File: src/rtl/button_input_regs_pkg.sv
// Shared constants for the button/switch input responder: register indices,
// default debounce period and the bus handshake state type.
package button_input_regs_pkg;

  localparam int DEFAULT_DEBOUNCE_PERIOD = 5_000_000;

  localparam logic [1:0] BTN_REG_STATE  = 2'd0;
  localparam logic [1:0] BTN_REG_RISE   = 2'd1;
  localparam logic [1:0] BTN_REG_FALL   = 2'd2;
  localparam logic [1:0] BTN_REG_CONFIG = 2'd3;

  typedef enum logic {
    BUS_IDLE = 1'b0,
    BUS_ACK  = 1'b1
  } bus_state_e;

endpackage

File: src/rtl/wishbone.sv
// Wishbone classic bus bundle shared by the user I/O responders.
interface wishbone;
  logic        cyc;
  logic        stb;
  logic        we;
  logic [31:0] adr;
  logic [31:0] dat_w;
  logic [31:0] dat_r;
  logic        ack;

  modport slave  (input cyc, stb, we, adr, dat_w, output dat_r, ack);
  modport master (output cyc, stb, we, adr, dat_w, input dat_r, ack);
endinterface

File: src/rtl/button_input_regs_debouncer.sv
// One-bit synchroniser plus debouncer; `change` flags the cycle whose closing
// edge will flip `out`, so edge flags can be set on that very edge.
module button_input_regs_debouncer #(
  parameter int PERIOD = 4
) (
  input  logic clk_i,
  input  logic rst_i,
  input  logic in,
  output logic out,
  output logic change
);

  localparam int CNT_W = $clog2(PERIOD);
  localparam logic [CNT_W-1:0] CNT_LAST = CNT_W'(PERIOD - 1);

  logic             sync1_r;
  logic             sync2_r;
  logic             deb_r;
  logic [CNT_W-1:0] cnt_r;

  // Two-stage synchroniser and stability counter; a glitch back to deb restarts it.
  always_ff @(posedge clk_i or posedge rst_i) begin
    if (rst_i) begin
      sync1_r <= 1'b0;
      sync2_r <= 1'b0;
      deb_r   <= 1'b0;
      cnt_r   <= {CNT_W{1'b0}};
    end else begin
      sync1_r <= in;
      sync2_r <= sync1_r;
      if (sync2_r == deb_r) begin
        cnt_r <= {CNT_W{1'b0}};
      end else if (cnt_r == CNT_LAST) begin
        deb_r <= sync2_r;
        cnt_r <= {CNT_W{1'b0}};
      end else begin
        cnt_r <= cnt_r + CNT_W'(1);
      end
    end
  end

  assign out    = deb_r;
  assign change = (sync2_r != deb_r) && (cnt_r == CNT_LAST);

endmodule

File: src/rtl/button_input_regs.sv
// Wishbone classic responder exposing debounced buttons/switches plus sticky
// write-1-to-clear rise/fall flags.
module button_input_regs
  import button_input_regs_pkg::*;
#(
  parameter int DEBOUNCE_PERIOD = DEFAULT_DEBOUNCE_PERIOD,
  parameter int N_BUTTONS       = 4,
  parameter int N_SWITCHES      = 4
) (
  input  logic                  clk_i,
  input  logic                  rst_i,
  input  logic [N_BUTTONS-1:0]  buttons,
  input  logic [N_SWITCHES-1:0] switches,
  wishbone.slave                wb
);

  localparam int N = N_BUTTONS + N_SWITCHES;
  localparam logic [7:0] CFG_BTN = 8'(N_BUTTONS);
  localparam logic [7:0] CFG_SW  = 8'(N_SWITCHES);

  logic [N-1:0] in_s;
  logic [N-1:0] deb_s;
  logic [N-1:0] chg_s;
  logic [N-1:0] rise_set_s;
  logic [N-1:0] fall_set_s;
  logic [N-1:0] rise_clr_s;
  logic [N-1:0] fall_clr_s;
  logic [N-1:0] rise_r;
  logic [N-1:0] fall_r;
  bus_state_e   state_r;
  logic         ack_r;
  logic [31:0]  rd_data_r;
  logic [31:0]  rd_mux_s;
  logic [1:0]   reg_sel_s;
  logic         req_s;
  logic         unused_s;

  assign in_s = {switches, buttons};

  for (genvar i = 0; i < N; i++) begin : g_deb
    button_input_regs_debouncer #(.PERIOD(DEBOUNCE_PERIOD)) u_deb (
      .clk_i  (clk_i),
      .rst_i  (rst_i),
      .in     (in_s[i]),
      .out    (deb_s[i]),
      .change (chg_s[i])
    );
  end

  // A debouncer about to change from 0 is a rising edge; from 1, a falling one.
  assign rise_set_s = chg_s & ~deb_s;
  assign fall_set_s = chg_s & deb_s;

  assign reg_sel_s = wb.adr[3:2];
  assign req_s     = wb.cyc & wb.stb & (state_r == BUS_IDLE);
  assign unused_s  = ^{wb.adr, wb.dat_w};

  // Read multiplexer over the four word registers.
  always_comb begin
    rd_mux_s = 32'h0000_0000;
    case (reg_sel_s)
      BTN_REG_STATE:  rd_mux_s[N-1:0] = deb_s;
      BTN_REG_RISE:   rd_mux_s[N-1:0] = rise_r;
      BTN_REG_FALL:   rd_mux_s[N-1:0] = fall_r;
      BTN_REG_CONFIG: rd_mux_s = {16'h0000, CFG_SW, CFG_BTN};
      default:        rd_mux_s = 32'h0000_0000;
    endcase
  end

  // Write-1-to-clear masks, active only on the accepted write cycle.
  always_comb begin
    rise_clr_s = {N{1'b0}};
    fall_clr_s = {N{1'b0}};
    if (req_s && wb.we) begin
      case (reg_sel_s)
        BTN_REG_RISE: rise_clr_s = wb.dat_w[N-1:0];
        BTN_REG_FALL: fall_clr_s = wb.dat_w[N-1:0];
        default: begin
          rise_clr_s = {N{1'b0}};
          fall_clr_s = {N{1'b0}};
        end
      endcase
    end else begin
      rise_clr_s = {N{1'b0}};
      fall_clr_s = {N{1'b0}};
    end
  end

  // Bus handshake: one ack per request, read data captured on the acking edge.
  always_ff @(posedge clk_i or posedge rst_i) begin
    if (rst_i) begin
      state_r   <= BUS_IDLE;
      ack_r     <= 1'b0;
      rd_data_r <= 32'h0000_0000;
    end else begin
      case (state_r)
        BUS_IDLE: begin
          if (req_s) begin
            state_r <= BUS_ACK;
            ack_r   <= 1'b1;
            if (!wb.we) begin
              rd_data_r <= rd_mux_s;
            end
          end
        end
        BUS_ACK: begin
          state_r <= BUS_IDLE;
          ack_r   <= 1'b0;
        end
        default: begin
          state_r <= BUS_IDLE;
          ack_r   <= 1'b0;
        end
      endcase
    end
  end

  // Sticky edge flags; a new edge wins over a simultaneous clear.
  always_ff @(posedge clk_i or posedge rst_i) begin
    if (rst_i) begin
      rise_r <= {N{1'b0}};
      fall_r <= {N{1'b0}};
    end else begin
      rise_r <= (rise_r & ~rise_clr_s) | rise_set_s;
      fall_r <= (fall_r & ~fall_clr_s) | fall_set_s;
    end
  end

  assign wb.ack   = ack_r;
  assign wb.dat_r = rd_data_r;

endmodule

File: src/flat_wrapper.sv
// flat-port wrapper written by rule: the top's interface ports become plain ports
module button_input_regs_flat import button_input_regs_pkg::*;
#(
  parameter int DEBOUNCE_PERIOD = DEFAULT_DEBOUNCE_PERIOD,
  parameter int N_BUTTONS       = 4,
  parameter int N_SWITCHES      = 4
)
  (clk_i, rst_i, buttons, switches, wb_cyc, wb_stb, wb_we, wb_adr, wb_dat_w, wb_dat_r, wb_ack);
  wishbone wb_i ();
  input  logic clk_i;
  input  logic rst_i;
  input  logic [N_BUTTONS-1:0] buttons;
  input  logic [N_SWITCHES-1:0] switches;
  input wire logic [$bits(wb_i.cyc)-1:0] wb_cyc;
  input wire logic [$bits(wb_i.stb)-1:0] wb_stb;
  input wire logic [$bits(wb_i.we)-1:0] wb_we;
  input wire logic [$bits(wb_i.adr)-1:0] wb_adr;
  input wire logic [$bits(wb_i.dat_w)-1:0] wb_dat_w;
  output wire logic [$bits(wb_i.dat_r)-1:0] wb_dat_r;
  output wire logic [$bits(wb_i.ack)-1:0] wb_ack;
  assign wb_i.cyc = wb_cyc;
  assign wb_i.stb = wb_stb;
  assign wb_i.we = wb_we;
  assign wb_i.adr = wb_adr;
  assign wb_i.dat_w = wb_dat_w;
  assign wb_dat_r = wb_i.dat_r;
  assign wb_ack = wb_i.ack;
  button_input_regs #(.DEBOUNCE_PERIOD(DEBOUNCE_PERIOD), .N_BUTTONS(N_BUTTONS), .N_SWITCHES(N_SWITCHES)) u_core (.clk_i(clk_i), .rst_i(rst_i), .buttons(buttons), .switches(switches), .wb(wb_i));
endmodule
File: config.mk
export PLATFORM = sky130hd
export DESIGN_NAME = button_input_regs_flat
export DESIGN_NICKNAME = d
export VERILOG_FILES = /design/src/rtl/button_input_regs_pkg.sv /design/src/rtl/wishbone.sv /design/src/rtl/button_input_regs_debouncer.sv /design/src/rtl/button_input_regs.sv /design/src/flat_wrapper.sv
export SDC_FILE = /design/constraint.sdc
export NUM_CORES = 1
export LEC_CHECK = 0
export CAP_MARGIN = 20
export CORE_UTILIZATION = 35
export DETAILED_ROUTE_END_ITERATION = 12
export PLACE_DENSITY_LB_ADDON = 0.15
export SETUP_SLACK_MARGIN = 0.5
export SYNTH_ARGS = -nofsm -noshare
export SYNTH_HDL_FRONTEND = slang
export SYNTH_SLANG_ARGS = --single-unit
File: constraint.sdc
create_clock -name clk_i -period 23.1 [get_ports clk_i]
set_input_delay 3.465 -clock clk_i [delete_from_list [all_inputs] [get_ports clk_i]]
set_output_delay 3.465 -clock clk_i [all_outputs]
set_load 0.03 [all_outputs]
==> qor.yml, run 1 <==
status: "completed"
max_cap_violations: 0
post_cts_buffers: 0
criticalPathCategory: "in2async"
syn_inst: 1214
seq_area_um2: 5880
finalHoldViolations: 0
die_x_um: 185
clk_pin_slew_worst_paths_ns: 0.05
wirelength_mm: 25.9
final_common_cell: "dfrtp_1"
worst_pin_slew_ns: 0.946
yosysWarnings: 0
area.growth.synth_to_final_pct: 13.2
crit_path_end_kind: "asynchronous set/reset pin"
post_drt_via_cell_ratio: 5.23
period_needed_ns: 5.61
root_buffer: "clkbuf_16"
die_area_um2: 34300
n_antenna_cell: 0
critPathMaxFanout: 111
critPathArrivalTime_ns: 6.19
ctsResizeCount: 0
fp.dieH_um: 185
fillCellCount: 3295
p_leak_nw: 5.20
final_cell_mix: "dfrtp_1, nor2_1, a21oi_1, o21ai_0, nand2_1"
synth.distinct_cells: 59
multiInputGateArea_um2: 5520
dr.first_iter.drc_count: 469
cts_buffers: 28
max_freq_ghz: 0.178
fp-row-count: 66
ctsHtreeMaxLevel: 1
yosysSeqAreaShare_pct: 50.1
core_um2: 32800
required_ns: 23.68
synth_edf_count: 0
route.detailed.drc: 0
grt_max_degree: 112
slew_headroom_pct: 37.0
async_flop_share_pct: 100
dr.pass1.iters: 4
clockBufferDepth: 3
num-nets-final: 1326
grt_pass1_vias: 8809
wl_per_cell_um: 15.2
drive_gt1_share_pct: 5.89
vias: 8878
start_kind: "input port"
drtAntennaViolNets: 0
synth_flop_cell: "dfrtp_1"
cellPowerDensity_nw_per_um2: 68.1
hp-class: "reg2reg"
fin_setup_tns_ns: 0
port_buffers: 32
gp_congestion: 0.784
dpl.hpwl_mm: 17.1
whs_ns: 0.345
antenna_found_initial: 0
io_pins: 110
clk_latency_ns: 0.54
grt_pass1_wl_mm: 44.6
numClockSinks: 235
postSynthAreaPerCell_um2: 9.66
rsz0062_at_grt: "false"
fin_crit_sh_pct: 24.3
postCtsHoldBufs: 0
finClkSkew_ns: 0.0125
ys_seq_elements: 235
tritoncts: "done"
setup_viol: 0
finalMaxSlewViolations: 0
regToRegSetupSlack_ns: 20.61
synthesis.area_um2: 11700
grt-ovfl-total: 0
start_util_pct: 35.8
peakVddDrop_mv: 0.0499
grt_usage_pct: 15.8
[final timing paths]
check	startpoint	endpoint	depth (start not counted)
worst max-delay path	rst_i	u_core.g_deb[7].u_deb.cnt_r[2]	4
worst min-delay path	u_core.g_deb[1].u_deb.sync1_r	u_core.g_deb[1].u_deb.sync2_r	0
worst max register to register	u_core.g_deb[3].u_deb.cnt_r[10]	u_core.g_deb[3].u_deb.cnt_r[7]	4
worst min register to register	u_core.g_deb[1].u_deb.sync1_r	u_core.g_deb[1].u_deb.sync2_r	0
max in group clk_i	wb_adr[3]	u_core.rise_r[0]	4
min in group asynchronous	rst_i	u_core.g_deb[3].u_deb.cnt_r[18]	2
[where the power goes]
group	total [W]	switching [W]	internal (W)
registers	0.000437	0.0000106	0.000426
clock network	0.000408	0.000164	0.000244
logic	0.0000590	0.0000392	0.0000198
[state kept, by name, indices dropped and copies added (netlist names)]
register / cells
u_core.fall_r: 8
u_core.wb.dat_r: 9
u_core.g_deb.u_deb.cnt_r: 184
u_core.g_deb.u_deb.out: 8
u_core.g_deb.u_deb.sync2_r: 8
u_core.g_deb.u_deb.sync1_r: 8
u_core.rise_r: 8
u_core.state_r: 1
u_core.wb.ack: 1
[critical path, cell delays in order]
cell             delay [ns]
clkdlybuf4s50_1        0.49
inv_8                  0.59
buf_4                  0.79
buf_4                  0.72
[cell families after synthesis]
family / share of synthesized area [%]
and+or+nand+nor: 26.4
DFF: 50.1
AOI/OAI and AO/OA: 10.2
xor gates and xnor gates: 7.02
buffers and inverters: 3.91
muxes: 1.48
adders and majority gates: 0.853
other: 0.0320
[synth_stat cells, types with 4 or more instances]
cell,number,share of area (%)
a21oi_1,88,3.8
a31o_2,4,0.30
and2_1,16,0.85
and3_1,24,1.3
and4_1,22,1.6
buf_2,10,0.43
buf_4,23,1.5
clkbuf_1,27,0.86
dfrtp_1,235,50
ha_1,8,0.85
inv_1,31,0.99
mux2_2,7,0.67
mux2i_1,8,0.68
nand2_1,67,2.1
nand2b_1,19,1.0
nand3_1,60,2.6
nand4_1,56,3.0
nand4b_1,5,0.37
nor2_1,133,4.3
nor3_1,26,1.1
nor4_1,17,0.91
nor4b_1,11,0.82
nor4bb_1,4,0.34
o21ai_0,71,3.0
o31ai_1,29,1.9
or3_1,41,2.2
or4_1,34,2.2
xnor2_1,48,3.6
xor2_1,46,3.4
[layout make-up]
| class | instances | share of cell area (%) |
|---|---|---|
| Clock inverter | 4 | 0.339 |
| Inverter | 31 | 0.933 |
| Timing Repair Buffer | 38 | 2.75 |
| Clock buffer | 41 | 5.95 |
| Tap cell | 442 | 4.16 |
| Sequential cell | 235 | 44.3 |
| Multi-Input combinational cell | 907 | 41.6 |
[metrics by stage]
stage | power [W] | utilization (%) | instances | cell area (um2) | worst slack, ns
final | 0.000904 | 40.5 | 1698 | 13300 | 17.49
after global routing | 0.000946 | 40.5 | 1698 | 13300 | 17.05
after CTS | 0.000923 | 40.5 | 1697 | 13300 | 17.30
after detailed placement | 0.000505 | 37.9 | 1652 | 12400 | 16.73
after global placement | 0.000504 | 37.9 | 1652 | 12400 | 16.73
after floorplan | 0.000483 | - | 1236 | 11800 | 13.19
[per-layer routing]
layer | global-route usage [%] | share of wire [%] | vias to the layer above
met3 | 2.06 | 2.5 | 37
met2 | 25.6 | 45 | 92
met4 | 4.13 | 2.3 | 0
li1 | - | - | 4406
met5 | 0 | 0 | -
met1 | 22.2 | 50 | 4343
Power figures use the tool's default switching activity.
==> run 2, diff against run 1 <==
- clock period: 23.1 -> 5.7 ns (I/O delays scaled with it)
==> qor.yml, run 2 (synthesis results as in run 1) <==
status: "completed"
crit_path_end_kind: "output pin"
drtAntennaViolNets: 0
max_freq_ghz: 0.398
slew_headroom_pct: 38.0
fp-row-count: 66
fp.dieH_um: 185
worst_pin_slew_ns: 0.929
slowest_delay_ns: 0.71
grt_pass1_vias: 8698
p_leak_nw: 5.23
cp_num_buf_inv: 1
tritoncts: "done"
cpMaxStageDelayCell: "clkdlybuf4s50_1"
holdCritStartpoint: "u_core.g_deb[7].u_deb.sync1_r"
dr.first_iter.drc_count: 453
core_um2: 32800
final_cell_mix: "dfrtp_1, nor2_1, a21oi_1, o21ai_0, nand2_1"
finalMaxSlewViolations: 0
whs_ns: 0.352
numClockSinks: 235
critPathMaxFanout: 2
setup_viol: 0
fillCellCount: 3244
gp_congestion: 0.751
wirelength_mm: 25.6
top_register: "u_core.g_deb.u_deb.cnt_r"
route.detailed.drc: 0
post_cts_buffers: 0
clk_pin_slew_worst_paths_ns: 0.06
grt_pass1_wl_mm: 43.7
dpl.hpwl_mm: 17.0
area.growth.synth_to_final_pct: 13.6
ctsHtreeMaxLevel: 1
max_cap_violations: 0
criticalPathCategory: "reg2out"
root_buffer: "clkbuf_16"
fin_crit_sh_pct: 44.1
vias: 8945
rsz0062_at_grt: "false"
peakVddDrop_mv: 0.209
period_needed_ns: 2.52
fin_setup_tns_ns: 0
r2r-start: "u_core.g_deb[2].u_deb.cnt_r[0]"
multiInputGateArea_um2: 5520
hp-class: "reg2reg"
cp_cell_sequence: "clkdlybuf4s50_1"
preCtsSetupSlack_ns: 2.72
cts_buffers: 27
seq_area_um2: 5880
cpLargestDelayFamily: "buffers and inverters"
post_drt_via_cell_ratio: 5.25
crit_path_start: "u_core.wb.dat_r[6]"
antenna_found_initial: 0
required_ns: 4.85
finalHoldViolations: 0
postCtsHoldBufs: 0
io_pins: 110
critPathArrivalTime_ns: 1.66
dr.pass1.iters: 5
die_x_um: 185
clk_latency_ns: 0.54
n_antenna_cell: 0
start_kind: "flop"
die_area_um2: 34300
start_util_pct: 35.8
cellPowerDensity_nw_per_um2: 278
grt_usage_pct: 15.4
ctsResizeCount: 0
drive_gt1_share_pct: 6.74
num-nets-final: 1326
clockBufferDepth: 3
wl_per_cell_um: 15.0
setup_ws_ns: 3.18
final_common_cell: "dfrtp_1"
finClkSkew_ns: 0.0113
largest_reg_flops: 184
grt-ovfl-total: 0
port_buffers: 32
grt_max_degree: 138
run 2: metrics by stage:
stage          total power [W]  utilization [%]  instances  instance area, um2
4_1_cts                0.00377             40.6       1703               13300
3_5_place_dp           0.00205             38.0       1654               12500
2_1_floorplan          0.00196                -       1236               11800
3_3_place_gp           0.00204             38.0       1654               12500
5_1_grt                0.00385             40.6       1703               13300
6_report               0.00370             40.6       1703               13300
run 2: worst paths after layout:
path	endpoint	slack (ns)	cells after the start
max reg2reg	u_core.g_deb[2].u_deb.cnt_r[6]	3.22	5
min in group asynchronous	u_core.g_deb[2].u_deb.cnt_r[13]	0.84	2
min	u_core.g_deb[7].u_deb.sync2_r	0.35	0
max in group asynchronous	u_core.g_deb[3].u_deb.cnt_r[13]	3.66	3
min reg2reg	u_core.g_deb[7].u_deb.sync2_r	0.35	0
max	wb_dat_r[6]	3.18	1
run 2: worst register-to-register path: cells and delay by family (launching register included):
family	cells	cell delay [ns]
fa+ha+maj	1	0.22
compound gates	1	0.73
flops	1	0.42
simple gates	3	0.95
run 2: report_power, final:
group	internal (W)	total (W)	leakage (nW)	switching [W]
Sequential	0.00173	0.00177	3.17	0.0000442
Combinational	0.0000812	0.000239	1.62	0.000158
Clock	0.000991	0.00169	0.439	0.000702
Total	0.00280	0.00370	5.23	0.000904
run 2: layer usage:
layer,track usage [%],part of all wire (%)
met1,21.7,50
met4,4.17,2.3
met5,0,0
met2,24.8,45
met3,2.12,2.8
run 2: final cells by class:
class | count | share of cell area, %
clock buffers | 37 | 5.80
clock inverters | 12 | 0.695
inverters | 31 | 0.901
multi-input cells | 907 | 41.4
flip-flops and latches | 235 | 44.1
well taps | 442 | 4.15
repair buffers | 39 | 2.89
